==> config.mk <==
export PLATFORM = sky130hd
export DESIGN_NAME = multiplier_control_flat
export DESIGN_NICKNAME = d
export VERILOG_FILES = /design/src/rtl/multiplier_control_if.sv /design/src/rtl/multiplier_control.sv /design/src/flat_wrapper.sv
export SDC_FILE = /design/constraint.sdc
export NUM_CORES = 1
export LEC_CHECK = 0
export ABC_AREA = 1
export BUFFER_PORTS_ARGS = -buffer_cell sky130_fd_sc_hd__clkbuf_2
export CORE_AREA = 5 5 42 44
export DETAILED_ROUTE_END_ITERATION = 12
export DIE_AREA = 0 0 47 49
export GPL_ROUTABILITY_DRIVEN = 1
export MAX_ROUTING_LAYER = met4
export PLACE_DENSITY_LB_ADDON = 0.1
export SYNTH_ARGS = -nofsm -noshare
export SYNTH_HDL_FRONTEND = slang
export SYNTH_SLANG_ARGS = --single-unit
export TNS_END_PERCENT = 30
==> constraint.sdc <==
create_clock -name clock -period 3.1 [get_ports clock]
set_clock_uncertainty 0.2 [all_clocks]
set_input_delay 0.465 -clock clock [delete_from_list [all_inputs] [get_ports clock]]
set_output_delay 0.465 -clock clock [all_outputs]
set_load 0.05 [all_outputs]
==> src/rtl/multiplier_control_if.sv <==
// Handshake and strobe bundle between the multiplier sequencer and its requester, datapath and counter.
interface multiplier_control_if;
  logic start_valid;
  logic start_ready;
  logic do_load;
  logic do_add;
  logic do_shift;
  logic multiplier_lsb;
  logic do_preset;
  logic do_decrement;
  logic is_zero;
  logic result_valid;
  logic result_ready;
  logic protocol_error;

  modport master (
    input  start_valid, multiplier_lsb, is_zero, result_ready,
    output start_ready, do_load, do_add, do_shift, do_preset, do_decrement,
           result_valid, protocol_error
  );

  modport slave (
    output start_valid, multiplier_lsb, is_zero, result_ready,
    input  start_ready, do_load, do_add, do_shift, do_preset, do_decrement,
           result_valid, protocol_error
  );
endinterface

==> src/rtl/multiplier_control.sv <==
// Shift-add multiplier sequencer: start accepted in IDLE, 1 LOAD + N STEP cycles, result_valid N+2 cycles after accept.
// Backpressure: start is only taken in IDLE; DONE holds result_valid and all outputs stable until result_ready.
module multiplier_control #(
  parameter int N = 4
) (
  input  logic              clock,
  input  logic              reset,
  multiplier_control_if.master bus
);

  localparam int CW = $clog2(N + 1);
  localparam logic [CW-1:0] ONE  = CW'(1);
  localparam logic [CW-1:0] LAST = CW'(N - 1);

  typedef enum logic [1:0] {
    IDLE = 2'd0,
    LOAD = 2'd1,
    STEP = 2'd2,
    DONE = 2'd3
  } state_t;

  state_t        state;
  state_t        state_nxt;
  logic [CW-1:0] step_cnt;
  logic [CW-1:0] step_nxt;
  logic          err;
  logic          err_nxt;

  always_ff @(posedge clock) begin
    if (reset) begin
      state    <= IDLE;
      step_cnt <= '0;
      err      <= 1'b0;
    end else begin
      state    <= state_nxt;
      step_cnt <= step_nxt;
      err      <= err_nxt;
    end
  end

  always_comb begin
    state_nxt          = state;
    step_nxt           = step_cnt;
    err_nxt            = err;
    bus.start_ready    = 1'b0;
    bus.do_load        = 1'b0;
    bus.do_add         = 1'b0;
    bus.do_shift       = 1'b0;
    bus.do_preset      = 1'b0;
    bus.do_decrement   = 1'b0;
    bus.result_valid   = 1'b0;
    bus.protocol_error = 1'b0;

    case (state)
      IDLE: begin
        bus.start_ready = 1'b1;
        if (bus.start_valid) state_nxt = LOAD;
      end
      LOAD: begin
        bus.do_load   = 1'b1;
        bus.do_preset = 1'b1;
        step_nxt      = '0;
        err_nxt       = 1'b0;
        state_nxt     = STEP;
      end
      STEP: begin
        bus.do_shift = 1'b1;
        bus.do_add   = bus.multiplier_lsb;
        if (bus.is_zero) begin
          state_nxt = DONE;
        end else begin
          bus.do_decrement = 1'b1;
          step_nxt         = step_cnt + ONE;
          // Counter never reached zero within N steps: give up and flag it.
          if (step_cnt == LAST) begin
            err_nxt   = 1'b1;
            state_nxt = DONE;
          end
        end
      end
      DONE: begin
        bus.result_valid   = 1'b1;
        bus.protocol_error = err;
        if (bus.result_ready) state_nxt = IDLE;
      end
      default: state_nxt = IDLE;
    endcase
  end

endmodule

==> src/flat_wrapper.sv <==
// flat-port wrapper written by rule: the top's interface ports become plain ports
module multiplier_control_flat 
#(
  parameter int N = 4
)
  (clock, reset, bus_start_valid, bus_multiplier_lsb, bus_is_zero, bus_result_ready, bus_start_ready, bus_do_load, bus_do_add, bus_do_shift, bus_do_preset, bus_do_decrement, bus_result_valid, bus_protocol_error);
  multiplier_control_if bus_i ();
  input  logic clock;
  input  logic reset;
  input wire logic [$bits(bus_i.start_valid)-1:0] bus_start_valid;
  input wire logic [$bits(bus_i.multiplier_lsb)-1:0] bus_multiplier_lsb;
  input wire logic [$bits(bus_i.is_zero)-1:0] bus_is_zero;
  input wire logic [$bits(bus_i.result_ready)-1:0] bus_result_ready;
  output wire logic [$bits(bus_i.start_ready)-1:0] bus_start_ready;
  output wire logic [$bits(bus_i.do_load)-1:0] bus_do_load;
  output wire logic [$bits(bus_i.do_add)-1:0] bus_do_add;
  output wire logic [$bits(bus_i.do_shift)-1:0] bus_do_shift;
  output wire logic [$bits(bus_i.do_preset)-1:0] bus_do_preset;
  output wire logic [$bits(bus_i.do_decrement)-1:0] bus_do_decrement;
  output wire logic [$bits(bus_i.result_valid)-1:0] bus_result_valid;
  output wire logic [$bits(bus_i.protocol_error)-1:0] bus_protocol_error;
  assign bus_i.start_valid = bus_start_valid;
  assign bus_i.multiplier_lsb = bus_multiplier_lsb;
  assign bus_i.is_zero = bus_is_zero;
  assign bus_i.result_ready = bus_result_ready;
  assign bus_start_ready = bus_i.start_ready;
  assign bus_do_load = bus_i.do_load;
  assign bus_do_add = bus_i.do_add;
  assign bus_do_shift = bus_i.do_shift;
  assign bus_do_preset = bus_i.do_preset;
  assign bus_do_decrement = bus_i.do_decrement;
  assign bus_result_valid = bus_i.result_valid;
  assign bus_protocol_error = bus_i.protocol_error;
  multiplier_control #(.N(N)) u_core (.clock(clock), .reset(reset), .bus(bus_i));
endmodule
==> impl_summary.log <==
[metrics] required time of the critical path: 2.43 ns
[metrics] Max rail drop VDD: 0.3852 mV
[metrics] Max Cap Viol: 0
[metrics] fin crit share: 0.6845
[metrics] setup violators final: 0
[metrics] accumulated negative setup slack: 0 ns
[metrics] cell internal power dissipation: 0.0002036 W
[metrics] proportion of synthesized flip-flops having asynchronous set or reset: 0
[metrics] horizontal die dimension: 47 um
[metrics] CTS Hold Buffers Added: 0
[metrics] class of the most critical hold timing path: input pin to flip-flop
[metrics] register share of total power: 0.234
[metrics] initial standard-cell utilization of the core: 0.2866
[metrics] post-synth top area cell: sky130_fd_sc_hd__dfxtp_1
[metrics] number of placed I/O pins: 14
[metrics] post-synthesis to final-layout area growth: 24.92%
[metrics] pwr dens: 893.6 mW/mm^2
[metrics] root buffer selected by CTS: sky130_fd_sc_hd__clkbuf_4
[metrics] DIE AREA: 0.002303 mm^2
[metrics] post-synthesis instance area: 401.6 um^2
[metrics] CP top delay family: buffers and inverters
[metrics] H-Tree Level Count: 1
[metrics] top fanout value on the critical path: 6
[metrics] number of design rule violations left after detail routing: 0
[metrics] Worst slew margin: 0.8136
[metrics] core area: 0.001401 mm^2
[metrics] top cells by count, synth: sky130_fd_sc_hd__inv_1, sky130_fd_sc_hd__nand2_1, sky130_fd_sc_hd__ha_1, sky130_fd_sc_hd__dfxtp_1, sky130_fd_sc_hd__nor2_1
[metrics] net switching power of the design: 0.0002448 W
[metrics] status: finished clean
[metrics] unrepaired setup endpoints after global routing: false
[metrics] worst path bufs/invs: 3
[metrics] GRT Total Usage: 0.09111
[metrics] post-DR wirelength/cell: 9.333 um
[metrics] CTS buffer count: 3
[metrics] endpoints failing hold: 0
[metrics] final max-slew violation count: 0
[metrics] Core Util, Final: 0.3580
[metrics] fraction of power consumed by the clock network: 0.165
[metrics] largest net degree at the start of global routing: 7
[metrics] count of antenna-violating nets left after detailed routing: 0
[metrics] Via Count: 373
[metrics] vias in the first global route: 368
[metrics] cells traversed along the worst timing path: inv_1 -> ha_1 -> nand2_2 -> inv_1 -> clkbuf_2
[metrics] flip-flop and latch count after synthesis: 6
[metrics] most common flop cell mapped by yosys: sky130_fd_sc_hd__dfxtp_1
[metrics] Max Root-Sink Buffers: 2
[metrics] wire length after detailed routing: 840 um
[metrics] most used cell along the critical path: sky130_fd_sc_hd__inv_1
[metrics] actual transition at the worst max-transition pin: 0.2808 ns
[metrics] Crit Path Category: flip-flop to primary output
[metrics] combinational cell fraction of total power: 0.601
[metrics] number of placement rows: 14
[metrics] clock latency of the later-clocked register in the worst-skew pair: 0.24 ns
[metrics] nature of the critical path startpoint: flip-flop
[metrics] count of port buffers added during placement: 13
[metrics] Post-synth EDFFs: 0
[metrics] TritonCTS clock tree: done
[metrics] syn avg cell area: 6.807 um^2
[metrics] cells taking the most area after synthesis: sky130_fd_sc_hd__dfxtp_1, sky130_fd_sc_hd__ha_1, sky130_fd_sc_hd__inv_1
[metrics] footprint of the multi-input gates: 217.7 um^2
[metrics] total congestion overflow after global routing: 0
[metrics] Post-layout nets: 89
[metrics] total leakage power: 0.3022 nW
[metrics] time the final worst path needs with I/O delays and setup: 2.122 ns
[metrics] maximum clock frequency: 471.3 MHz
[metrics] critical path's slowest cell: sky130_fd_sc_hd__dfxtp_1
[metrics] number of iterations in the first detailed-routing pass: 3
[metrics] Post-CTS Resized: 0
[metrics] wire length of the first global-routing pass: 1476 um
[metrics] Num Clock Sinks: 6
[metrics] Register Area: 120.1 um^2
[metrics] global placement routability congestion: 0.7822
[metrics] filler instances: 157
[metrics] Vias per Instance: 4.144
[metrics] clock-pin slew on the worst setup and hold paths: 0.05 ns
[metrics] most instantiated library cell after synthesis: sky130_fd_sc_hd__inv_1
[metrics] post-synth top area share: 0.2991
[metrics] fraction of final layout cells sized beyond drive strength 1: 0.2297
[metrics] post-detailed-placement half-perimeter wirelength: 715.1 um
[metrics] final antenna diode count: 0
[metrics] first-iteration detailed-routing DRC count: 5
[metrics] Critical Path AT: 1.46 ns
[metrics] Cells after Synth: 59
[metrics] Post-CTS Setup Repair Bufs: 0
[metrics] vertical die dimension: 49 um
[metrics] antenna violations before repair: 0
[metrics] critical path's largest stage delay: 0.33 ns
[metrics] sequential share of the synthesized area: 0.2991
[metrics] Switching Share: 0.5459
[metrics] Crit. End Element: primary output
[metrics] Post-Synthesis Net Count: 72
[metrics] warnings from Yosys: 0
[metrics] count of distinct cell types in the synthesized netlist: 12
-- metal layers --
metal | part of all wire | routed length, um | GRT usage
met3 | 0.056 | 47 | 0.02214
met2 | 0.48 | 404 | 0.1290
met4 | 0.015 | 13 | 0.05530
met1 | 0.45 | 375 | 0.1126
met5 | 0 | 0 | -
-- cell type report --
type	instances	area share
sequential	6	0.2394
tap	16	0.03990
clock buffer	3	0.04489
inverter	15	0.1122
multi-input combinational	37	0.4339
timing repair buffer	13	0.1297
-- metrics by stage --
stage                     hold WS [ns]  setup slack [ns]  std cells  total power, W  cell area (um^2)
after global routing            0.2480            0.8472         90       0.0004883             501.7
after global placement          0.2524             1.286         87       0.0003767             479.2
after detailed placement        0.2451             1.244         87       0.0003757             479.2
final                           0.2372            0.9781         90       0.0004483             501.7
after CTS                       0.2386            0.9727         90       0.0004530             501.7
after floorplan                 0.2283            0.9887         59       0.0003338             401.6
-- state kept, by name, indices dropped and copies added, names as in the netlist --
register / count
u_core.err: 1
u_core.state: 2
u_core.step_cnt: 3
-- worst register-to-register path: cells and delay by family (launching register included) --
kind / cells / cell delay [ns]
simple gates: 4 / 0.46
flops: 1 / 0.38
fa+ha+maj: 1 / 0.28
buf+inv: 2 / 0.15
-- placed cells by master, fill, tap and decap left out --
cell,netlist,routed
sky130_fd_sc_hd__a21oi_1,4,4
sky130_fd_sc_hd__nand2_1,14,14
sky130_fd_sc_hd__o21ai_0,1,1
sky130_fd_sc_hd__nand2_2,1,1
sky130_fd_sc_hd__inv_1,15,15
sky130_fd_sc_hd__dfxtp_1,6,6
sky130_fd_sc_hd__nand3_1,1,1
sky130_fd_sc_hd__nor2_1,6,6
sky130_fd_sc_hd__clkbuf_4,0,3
sky130_fd_sc_hd__clkbuf_2,0,13
sky130_fd_sc_hd__or2_0,1,1
sky130_fd_sc_hd__ha_1,7,7
sky130_fd_sc_hd__nand4_1,2,2
-- final timing paths --
| path | from | end | slack, ns | cells after the start |
|---|---|---|---|---|
| max reg2reg | u_core.state[0]$_SDFFE_PP0P_ | u_core.state[1]$_SDFFE_PP0P_ | 1.57 | 7 |
| min | reset | u_core.step_cnt[2]$_SDFFE_PP0P_ | 0.24 | 2 |
| max | u_core.state[0]$_SDFFE_PP0P_ | bus_do_decrement | 0.98 | 5 |
| min reg2reg | u_core.step_cnt[2]$_SDFFE_PP0P_ | u_core.step_cnt[2]$_SDFFE_PP0P_ | 0.26 | 2 |
-- cell families (layout without fill, tap and decap cells) --
family	after synthesis	in the layout	synth area share
simple gates	25	25	0.2617
buf+inv	16	31	0.1589
fa+ha+maj	7	7	0.2181
flops	6	6	0.2991
compound gates	5	5	0.06230
-- power by group through the flow --
stage | Clock (W) | Combinational (W) | Sequential [W]
floorplan | 0 | 0.000231 | 0.000103
detailed placement | 0 | 0.000270 | 0.000106
finish | 0.0000739 | 0.000269 | 0.000105
global placement | 0 | 0.000271 | 0.000106
global route | 0.0000817 | 0.000299 | 0.000108
CTS | 0.0000769 | 0.000272 | 0.000104
Power figures use the tool's default switching activity.
